===== src/rtl/bus_arb_pkg.sv =====
// Shared types and helpers for the bus_arb arbiter.
package bus_arb_pkg;

  typedef enum logic [0:0] {
    ARB_IDLE  = 1'b0,
    ARB_GRANT = 1'b1
  } arb_state_e;

  // Width of a counter that must hold 0..max_burst inclusive.
  function automatic int beat_cnt_width(input int max_burst);
    return $clog2(max_burst + 1);
  endfunction

  // Width of an index into n requesters (at least one bit).
  function automatic int idx_width(input int n);
    return (n > 1) ? $clog2(n) : 1;
  endfunction

endpackage


===== src/rtl/simple_if.sv =====
// Single-port memory bus: write and read requests share one address.
// Read data returns the cycle after rd_req.
interface simple_if #(
  parameter int ADDR_BIT_WIDTH = 2,
  parameter int DATA_BIT_WIDTH = 8
);
  logic [ADDR_BIT_WIDTH-1:0] addr;
  logic                      wr_req;
  logic [DATA_BIT_WIDTH-1:0] wr_data;
  logic                      rd_req;
  logic [DATA_BIT_WIDTH-1:0] rd_data;

  modport mst_port (output addr, wr_req, wr_data, rd_req, input rd_data);
  modport slv_port (input addr, wr_req, wr_data, rd_req, output rd_data);
endinterface


===== src/rtl/bus_arb_rr_pick.sv =====
// Combinational winner selection for bus_arb.
// Default: round robin, scanning from ptr+1 upward with wrap-around.
// BUS_ARB_FIXED_PRIO_EN: fixed priority, lowest index wins, ptr ignored.
module bus_arb_rr_pick #(
  parameter int N_REQ = 2,
  parameter int IDX_W = 1
) (
  input  logic [N_REQ-1:0] req,
  input  logic [IDX_W-1:0] ptr,
  output logic [N_REQ-1:0] gnt,
  output logic             vld
);

  logic [N_REQ-1:0] pick_src;
  logic             found;

`ifdef BUS_ARB_FIXED_PRIO_EN
  logic unused_ptr;
  assign unused_ptr = ^ptr;
  assign pick_src   = req;
`else
  logic [N_REQ-1:0] hi_req;

  // Requesters above the pointer take precedence; otherwise wrap to the bottom.
  always_comb begin
    // NOTE: every combinational output gets a default first, so no path can infer a latch.
    hi_req = '0;
    for (int i = 0; i < N_REQ; i++) begin
      hi_req[i] = req[i] && (i > int'(ptr));
    end
  end

  assign pick_src = (|hi_req) ? hi_req : req;
`endif

  // Lowest set bit of the selected request vector becomes the one-hot winner.
  always_comb begin
    gnt   = '0;
    found = 1'b0;
    for (int i = 0; i < N_REQ; i++) begin
      if (pick_src[i] && !found) begin
        gnt[i] = 1'b1;
        found  = 1'b1;
      end
    end
  end

  assign vld = |req;

endmodule


===== src/rtl/bus_arb.sv =====
// Round-robin arbiter with burst lock sharing one simple_if slave between N_REQ
// requesters. The owner keeps the bus while it requests, up to MAX_BURST accesses.
// Optional build macro: BUS_ARB_FIXED_PRIO_EN (fixed priority, lowest index wins).
module bus_arb
  import bus_arb_pkg::*;
#(
  parameter int N_REQ          = 2,
  parameter int ADDR_BIT_WIDTH = 2,
  parameter int DATA_BIT_WIDTH = 8,
  parameter int MAX_BURST      = 4
) (
  input  logic                              i_clk,
  input  logic                              i_sync_rst,
  input  logic [N_REQ-1:0]                  i_req,
  input  logic [N_REQ-1:0]                  i_we,
  input  logic [N_REQ*ADDR_BIT_WIDTH-1:0]   i_addr,
  input  logic [N_REQ*DATA_BIT_WIDTH-1:0]   i_wr_data,
  output logic [N_REQ-1:0]                  o_gnt,
  output logic [N_REQ-1:0]                  o_rd_vld,
  output logic [DATA_BIT_WIDTH-1:0]         o_rd_data,
  simple_if.mst_port                        if_bus
);

  localparam int                BEAT_W    = beat_cnt_width(MAX_BURST);
  localparam int                IDX_W     = idx_width(N_REQ);
  localparam logic [BEAT_W-1:0] BEAT_LAST = BEAT_W'(MAX_BURST);

  if (MAX_BURST < 1) begin : g_bad_burst
    $error("bus_arb: MAX_BURST must be >= 1");
  end
  if (N_REQ < 2) begin : g_bad_nreq
    $error("bus_arb: N_REQ must be >= 2");
  end

  arb_state_e              state_q, state_d;
  logic [N_REQ-1:0]        gnt_q, gnt_d;
  logic [IDX_W-1:0]        ptr_q, ptr_d;
  logic [BEAT_W-1:0]       beat_q, beat_d;
  logic [N_REQ-1:0]        rd_vld_q, rd_vld_d;

  logic [IDX_W-1:0]        owner_idx;
  logic [N_REQ-1:0]        own_req;
  logic                    access;
  logic [BEAT_W-1:0]       beat_inc;
  logic                    release_bus;
  logic [IDX_W-1:0]        pick_ptr;
  logic [N_REQ-1:0]        pick_gnt;
  logic                    pick_vld;
  logic [ADDR_BIT_WIDTH-1:0] bus_addr;
  logic [DATA_BIT_WIDTH-1:0] bus_wdata;

  // Binary index of the current owner, decoded from the one-hot grant.
  always_comb begin
    owner_idx = '0;
    for (int k = 0; k < N_REQ; k++) begin
      if (gnt_q[k]) owner_idx = IDX_W'(k);
    end
  end

  // Only the owner's request counts; everything else is ignored.
  assign own_req     = gnt_q & i_req;
  assign access      = |own_req;
  assign beat_inc    = beat_q + 1'b1;
  assign release_bus = (state_q == ARB_GRANT) && (!access || (beat_inc == BEAT_LAST));

  // While granted, the owner is the lowest-priority candidate for the next pick.
  assign pick_ptr = (state_q == ARB_GRANT) ? owner_idx : ptr_q;

  bus_arb_rr_pick #(
    .N_REQ (N_REQ),
    .IDX_W (IDX_W)
  ) u_rr_pick (
    .req (i_req),
    .ptr (pick_ptr),
    .gnt (pick_gnt),
    .vld (pick_vld)
  );

  // Route the owner's address and write data to the slave; zero when no access.
  always_comb begin
    bus_addr  = '0;
    bus_wdata = '0;
    for (int k = 0; k < N_REQ; k++) begin
      if (own_req[k]) begin
        bus_addr  = i_addr[k*ADDR_BIT_WIDTH +: ADDR_BIT_WIDTH];
        bus_wdata = i_wr_data[k*DATA_BIT_WIDTH +: DATA_BIT_WIDTH];
      end
    end
  end

  assign if_bus.addr    = bus_addr;
  assign if_bus.wr_data = bus_wdata;
  assign if_bus.wr_req  = |(own_req & i_we);
  assign if_bus.rd_req  = |(own_req & ~i_we);

  // Next-state logic: grant on idle, burst counting, release and hand-over.
  always_comb begin
    state_d  = state_q;
    gnt_d    = gnt_q;
    ptr_d    = ptr_q;
    beat_d   = beat_q;
    rd_vld_d = own_req & ~i_we;
    unique case (state_q)
      ARB_IDLE: begin
        if (pick_vld) begin
          gnt_d   = pick_gnt;
          beat_d  = '0;
          state_d = ARB_GRANT;
        end
      end
      ARB_GRANT: begin
        if (release_bus) begin
          ptr_d  = owner_idx;
          beat_d = '0;
          if (pick_vld) begin
            gnt_d = pick_gnt;
          end else begin
            gnt_d   = '0;
            state_d = ARB_IDLE;
          end
        end else if (access) begin
          beat_d = beat_inc;
        end
      end
      default: begin
        state_d = ARB_IDLE;
        gnt_d   = '0;
      end
    endcase
  end

  // State register with synchronous reset; the pending read return is dropped.
  always_ff @(posedge i_clk) begin
    // NOTE: sequential state uses non-blocking assignments so every register samples pre-edge values.
    if (i_sync_rst) begin
      state_q  <= ARB_IDLE;
      gnt_q    <= '0;
      ptr_q    <= IDX_W'(N_REQ - 1);
      beat_q   <= '0;
      rd_vld_q <= '0;
    end else begin
      state_q  <= state_d;
      gnt_q    <= gnt_d;
      ptr_q    <= ptr_d;
      beat_q   <= beat_d;
      rd_vld_q <= rd_vld_d;
    end
  end

  assign o_gnt     = gnt_q;
  assign o_rd_vld  = rd_vld_q;
  // Slave read data is already registered; pass it through only while qualified.
  assign o_rd_data = (|rd_vld_q) ? if_bus.rd_data : '0;

endmodule

===== src/flat_wrapper.sv =====
// flat-port wrapper written by rule: the top's interface ports become plain ports
module bus_arb_flat import bus_arb_pkg::*;
#(
  parameter int N_REQ          = 2,
  parameter int ADDR_BIT_WIDTH = 2,
  parameter int DATA_BIT_WIDTH = 8,
  parameter int MAX_BURST      = 4
)
  (i_clk, i_sync_rst, i_req, i_we, i_addr, i_wr_data, o_gnt, o_rd_vld, o_rd_data, if_bus_addr, if_bus_wr_req, if_bus_wr_data, if_bus_rd_req, if_bus_rd_data);
  simple_if #(.ADDR_BIT_WIDTH(ADDR_BIT_WIDTH), .DATA_BIT_WIDTH(DATA_BIT_WIDTH)) if_bus_i ();
  input  logic i_clk;
  input  logic i_sync_rst;
  input  logic [N_REQ-1:0] i_req;
  input  logic [N_REQ-1:0] i_we;
  input  logic [N_REQ*ADDR_BIT_WIDTH-1:0] i_addr;
  input  logic [N_REQ*DATA_BIT_WIDTH-1:0] i_wr_data;
  output logic [N_REQ-1:0] o_gnt;
  output logic [N_REQ-1:0] o_rd_vld;
  output logic [DATA_BIT_WIDTH-1:0] o_rd_data;
  output wire logic [$bits(if_bus_i.addr)-1:0] if_bus_addr;
  output wire logic [$bits(if_bus_i.wr_req)-1:0] if_bus_wr_req;
  output wire logic [$bits(if_bus_i.wr_data)-1:0] if_bus_wr_data;
  output wire logic [$bits(if_bus_i.rd_req)-1:0] if_bus_rd_req;
  input wire logic [$bits(if_bus_i.rd_data)-1:0] if_bus_rd_data;
  assign if_bus_addr = if_bus_i.addr;
  assign if_bus_wr_req = if_bus_i.wr_req;
  assign if_bus_wr_data = if_bus_i.wr_data;
  assign if_bus_rd_req = if_bus_i.rd_req;
  assign if_bus_i.rd_data = if_bus_rd_data;
  bus_arb #(.N_REQ(N_REQ), .ADDR_BIT_WIDTH(ADDR_BIT_WIDTH), .DATA_BIT_WIDTH(DATA_BIT_WIDTH), .MAX_BURST(MAX_BURST)) u_core (.i_clk(i_clk), .i_sync_rst(i_sync_rst), .i_req(i_req), .i_we(i_we), .i_addr(i_addr), .i_wr_data(i_wr_data), .o_gnt(o_gnt), .o_rd_vld(o_rd_vld), .o_rd_data(o_rd_data), .if_bus(if_bus_i));
endmodule

===== config.mk =====
export PLATFORM = sky130hd
export DESIGN_NAME = bus_arb_flat
export DESIGN_NICKNAME = d
export VERILOG_FILES = /design/src/rtl/bus_arb_pkg.sv /design/src/rtl/simple_if.sv /design/src/rtl/bus_arb_rr_pick.sv /design/src/rtl/bus_arb.sv /design/src/flat_wrapper.sv
export SDC_FILE = /design/constraint.sdc
export NUM_CORES = 1
export LEC_CHECK = 0
export CAP_MARGIN = 40
export CORE_MARGIN = 3
export CORE_UTILIZATION = 29
export DETAILED_ROUTE_END_ITERATION = 16
export GPL_TIMING_DRIVEN = 1
export PLACE_DENSITY = 0.84
export RECOVER_POWER = 100
export SLEW_MARGIN = 5
export SYNTH_ARGS = -nofsm -noshare
export SYNTH_HDL_FRONTEND = slang
export SYNTH_HIERARCHICAL = 1
export SYNTH_SLANG_ARGS = --single-unit

===== constraint.sdc =====
create_clock -name i_clk -period 1.6 [get_ports i_clk]
set_input_delay 0.32 -clock i_clk [delete_from_list [all_inputs] [get_ports i_clk]]
set_output_delay 0.32 -clock i_clk [all_outputs]
set_load 0.01 [all_outputs]

==> reports/results.ini, run 1 <==
[timing]
period_share_pct = 99.32
fmax_ghz = 0.6293
finalCriticalPeriod_ps = 1589
finalHoldViolations = 0
tightest_slew_ps = 362.2
rsz0062_at_grt = yes
skew_ps = 1.037
setup_slack_ps = 10.95
max_slew_margin_pct = 75.23
maxSlewViolCount = 0
setup_viol = 0

[cells_and_area]
layout-drive-gt1-share_pct = 21.13
diodes = 0
fin_nets = 179
area_growth_pct = 107.4
fin_util_pct = 68.15

[setup_path]
cp.required_ps = 1280
startpoint_type = flip-flop
cp-end-kind = output port
cp_max_fo = 5
crit_type = reg -> out
critPathArrivalTime_ps = 1270

[run]
drv_cap = 0

[placement]
gp_congestion = 0.7593
io_buffers = 57
dpl.hpwl_um = 2017
dp_slack_ps = -589.7

[global_route]
grt_first_pass_wirelength_um = 3719
overflow = 0
track_usage_pct = 18.59
grt_max_degree = 12
antenna_found_initial = 0
grt_pass1_vias = 808

[synthesis]
synth-async-reset-ratio_pct = 0
ys_seq_area_share_pct = 29.51
muxShareOfSynthArea_pct = 3.484
yosys.area_share.simple_pct = 24.80
yosys.area_share.xor_xnor_pct = 1.434
syn_nets = 109
synth-main-ff-cell = dfxtp_1
yosys_warnings = 6
synth_edf_count = 0
synth_cell_types = 31
synth_fa_ha_area_share_pct = 4.098
syn-cell-area_um2 = 610.6
ys_seq_elements = 9
synth_top_family_by_area = compound AO/OA/AOI/OAI gates
synth_compound_gate_area_share_pct = 32.79
syn_inst = 73
synth.avg_cell_area_um2 = 8.364

[route]
drcViolationCount = 0
first_iter_violations = 15
viasPerCell = 4.922
finalWirelength_um = 2531
wire_per_inst_um = 15.16
drt_first_pass_iters = 4
ant_nets = 0
vias = 822

[cts]
cts_tree = done
cts_buffer_depth = 2
cts_hold_buf = 0
clock_latency_ps = 260
htree_num_levels = 1
cts.sinks = 9
cts_made_buffers = 3
cts.clk_slew.worst_paths_ps = 60
cts-root-buf = clkbuf_4

[min_path]
hold_class = reg -> reg

[floorplanning]
initial_core_util_pct = 32.86
core-area_um2 = 1858
die_h_um = 51.89
num_rows = 15
die-area_um2 = 2692
fp.dieW_um = 51.89
ios = 58

[power]
powerDensity_nw_per_um2 = 500.9
ir_drop_uv = 596.4
p_leak_nw = 0.5762

[status]
outcome = finished clean

cell type report:
| type | count | area [um^2] |
|---|---|---|
| fill | 160 | 591.8 |
| timing repair buffer | 67 | 590.6 |
| multi-input combinational | 60 | 430.4 |
| sequential | 9 | 180.2 |
| tap | 25 | 31.28 |
| clock buffer | 4 | 26.28 |
| inverter | 2 | 7.507 |
power by group:
group	internal, mW	total [mW]	switching (mW)
registers	0.234	0.241	0.00696
clock network	0.0958	0.171	0.0751
logic	0.137	0.223	0.0858
path summary, 6_finish.rpt:
kind,startpoint,endpoint,slack [ps],depth (start not counted)
worst max-delay path,u_core/o_gnt[1]$_SDFFE_PP0P_,if_bus_wr_data[0],10,4
worst min-delay path,u_core/beat_q[0]$_SDFFE_PP0P_,u_core/beat_q[0]$_SDFFE_PP0P_,570,2
worst max register to register,u_core/beat_q[0]$_SDFFE_PP0P_,u_core/o_gnt[1]$_SDFFE_PP0P_,150,5
worst min register to register,u_core/beat_q[0]$_SDFFE_PP0P_,u_core/beat_q[0]$_SDFFE_PP0P_,570,2
logic make-up (layout without fill, tap and decap cells):
family	after synthesis	after routing
compound gates	26	26
mux	2	2
buf+inv	5	73
xor+xnor	1	1
fa+ha+maj	2	2
simple gates	28	29
flops	9	9
cells in the mapped netlist, drive strengths merged, types with 2 or more instances:
master	n	area, um^2
a22o	10	87.58
dfxtp	9	180.2
nor2	9	36.29
nor2b	8	50.05
a21oi	4	20.02
o21ai	3	15.01
a21boi	2	15.01
buf	2	12.51
ha	2	25.02
inv	2	7.510
nand2	2	7.510
nand2b	2	12.51
nand3b	2	15.01
nor3	2	10.01
per-layer routing:
layer | GRT usage (%) | wire, um
met3 | 6.017 | 203
met1 | 19.13 | 944
met2 | 35.15 | 1357
met4 | 5.240 | 25
met5 | 0 | 0
placed cells by master (no fill, tap or decap), types with 2 or more instances in the layout:
master | Yosys | layout
nand3b_1 | 2 | 2
nor3_1 | 2 | 2
buf_2 | 1 | 11
clkbuf_1 | 1 | 3
dlygate4sd2_1 | 0 | 12
dfxtp_1 | 9 | 9
nor2b_1 | 8 | 8
buf_4 | 1 | 7
clkbuf_4 | 0 | 3
a21oi_1 | 4 | 4
a22o_1 | 10 | 10
o21ai_0 | 2 | 2
dlygate4sd3_1 | 0 | 2
nand2b_1 | 2 | 2
nor2_4 | 0 | 2
clkdlybuf4s50_1 | 0 | 31
a21boi_1 | 2 | 2
inv_1 | 2 | 2
nor2_1 | 8 | 7
ha_1 | 2 | 2
registers in the layout, indices dropped and copies added, names as in the netlist:
register	count
u_core/beat_q	3
u_core/o_gnt	2
u_core/o_rd_vld	2
u_core/ptr_q	1
u_core/state_q	1
worst max-delay path: stages (launching register included):
cell and delay [ps]:
dfxtp_1 310, and2_4 190, clkbuf_16 160, a22o_1 220, buf_2 140
stage by stage:
stage          power, mW  TNS (ps)  hold WS (ps)  area [um^2]  cells
2_1_floorplan     0.3200         0         398.3        610.6     73
6_report          0.6343         0         566.4         1266    167
3_3_place_gp      0.4709     -8177         529.2         1271    162
4_1_cts           0.6410         0         569.0         1246    166
3_5_place_dp      0.4774     -8881         554.5         1271    162
5_1_grt           0.6704    -174.5         587.5         1266    167
repair_timing:
| item | 4_1_cts | 5_1_grt |
|---|---|---|
| gates resized for setup | 64 | 3 |
| pin swaps | 4 | 1 |
| gates cloned | 1 | 1 |
| setup buffers | 0 | 0 |
| setup endpoints to repair | 21 | 17 |
(Power assumes the default switching activity.)
==> run 2: changes to the inputs <==
--- a/config.mk
+++ b/config.mk
@@ -7,10 +7,11 @@
 export LEC_CHECK = 0
 export CAP_MARGIN = 40
 export CORE_MARGIN = 3
-export CORE_UTILIZATION = 29
+export CORE_UTILIZATION = 31
+export CTS_BUF_LIST = sky130_fd_sc_hd__clkbuf_2
 export DETAILED_ROUTE_END_ITERATION = 16
 export GPL_TIMING_DRIVEN = 1
-export PLACE_DENSITY = 0.84
+export PLACE_DENSITY = 0.88
 export RECOVER_POWER = 100
 export SLEW_MARGIN = 5
 export SYNTH_ARGS = -nofsm -noshare
==> reports/results.ini, run 2 (synthesized netlist as in run 1, its figures left out) <==
[timing]
maxSlewViolCount = 0  ; unchanged
period_share_pct = 98.85  ; -0.46 points
fmax_ghz = 0.6323  ; +0.47%
max_slew_margin_pct = 75.91  ; +0.68 points
finalHoldViolations = 0  ; unchanged
rsz0062_at_grt = yes
tightest_slew_ps = 352.3  ; -9.967 ps
setup_viol = 0  ; unchanged
finalCriticalPeriod_ps = 1582  ; -7.439 ps
skew_ps = 5.020  ; +3.984 ps
hold_ws_ps = 561.5  ; -4.959 ps

[cts]
cts_buffer_depth = 2  ; unchanged
cts_made_buffers = 3  ; unchanged
cts.clk_slew.worst_paths_ps = 90  ; +30 ps
cts-root-buf = clkbuf_2
htree_num_levels = 1  ; unchanged
cts_tree = done
cts.sinks = 9  ; unchanged
clock_latency_ps = 250  ; about the same

[route]
wire_per_inst_um = 16.19  ; +6.8%
first_iter_violations = 16  ; +1
viasPerCell = 5.060  ; +2.8%
finalWirelength_um = 2704  ; +6.8%
ant_nets = 0  ; unchanged
vias = 845  ; +2.8%
drt_first_pass_iters = 4  ; unchanged
drcViolationCount = 0  ; unchanged

[setup_path]
cp.required_ps = 1280  ; about the same
cp-end-kind = output port
cp_max_fo = 11  ; +6
critPathArrivalTime_ps = 1260  ; about the same
crit_type = in -> out
startpoint_type = primary input

[global_route]
grt_max_degree = 12  ; unchanged
overflow = 0  ; unchanged
antenna_found_initial = 0  ; unchanged
track_usage_pct = 20.96  ; +2.4 points
grt_pass1_vias = 779  ; -3.6%
grt_first_pass_wirelength_um = 3905  ; +5.0%

[floorplanning]
initial_core_util_pct = 33.89  ; +1.0 points
num_rows = 15  ; unchanged
ios = 58  ; unchanged
core-area_um2 = 1802  ; -3.0%
fp.dieW_um = 50.38  ; -2.9%
die-area_um2 = 2538  ; -5.7%
die_h_um = 50.38  ; -2.9%

[placement]
gp_congestion = 0.7609  ; +0.21%
dpl.hpwl_um = 2262  ; +12%
io_buffers = 57  ; unchanged
placed_cells = 163  ; +0.62%

[power]
p_total_mw = 0.6124  ; -3.5%
powerDensity_nw_per_um2 = 485.6  ; -3.1%
p_leak_nw = 0.5836  ; +1.3%
ir_drop_uv = 605.0  ; +1.4%

[cells_and_area]
layout_common_cells = clkdlybuf4s50_1, dlygate4sd2_1, buf_2
layout-drive-gt1-share_pct = 24.65  ; +3.5 points
fin_util_pct = 70.00  ; +1.9 points
fin_cells = 167  ; unchanged
final_common_cell = clkdlybuf4s50_1
diodes = 0  ; unchanged
largest_register_ffs = 3  ; unchanged
fin_nets = 179  ; unchanged
top_register = u_core/beat_q
area_growth_pct = 106.6

[status]
outcome = finished clean

[run]
drv_cap = 0  ; unchanged

[min_path]
hold_class = reg -> reg

==> run 2: worst paths after layout <==
path / from / end / slack (ps) / cells past startpoint
max reg2reg: u_core/beat_q[0]$_SDFFE_PP0P_ / u_core/o_gnt[1]$_SDFFE_PP0P_ / 130 / 5
max: i_req[1] / if_bus_wr_data[6] / 20 / 5
min: u_core/beat_q[0]$_SDFFE_PP0P_ / u_core/beat_q[0]$_SDFFE_PP0P_ / 560 / 2
min reg2reg: u_core/beat_q[0]$_SDFFE_PP0P_ / u_core/beat_q[0]$_SDFFE_PP0P_ / 560 / 2
==> run 2: repair_timing <==
action	CTS	global route
setup endpoints to repair	21	20
setup buffers	0	0
hold buffers	0	0
gates resized for setup	65	7
pin swaps	0	3
==> run 2: routing by layer <==
metal  up-vias  track usage [%]  routed length (um)  part of all wire [%]
met4         0            7.175                  70                   2.6
met1       390            21.44                1020                    38
met2        39            37.83                1413                    52
li1        410                -                   -                     -
met5         -                0                   0                     0
met3         6            8.902                 200                   7.4
==> run 2: power breakdown <==
part           internal, mW  switching [mW]
registers             0.234         0.00785
clock network        0.0664          0.0803
logic                 0.138          0.0854
total                 0.439           0.174
==> run 2: per-stage QoR <==
stage / area, um^2 / setup WS [ps] / setup TNS [ps]
global route: 1261 / -22.51 / -80.01
finish: 1261 / 18.39 / 0
CTS: 1250 / 11.90 / 0
detailed placement: 1279 / -641.0 / -9419
floorplan: 610.6 / 266.3 / 0
global placement: 1279 / -547.0 / -8082
==> run 2: worst max-delay path: stages <==
cell	delay, ps
dlygate4sd2_1	250
and2_4	170
buf_6	140
a22o_1	250
buf_6	130
==> run 2: final cells by class <==
cell class,count,area (um^2)
multi-input cells,59,424.2
clock buffers,4,20.02
repair buffers,68,595.6
well taps,25,31.28
inverters,2,7.507
flip-flops and latches,9,182.7
fillers,157,540.5
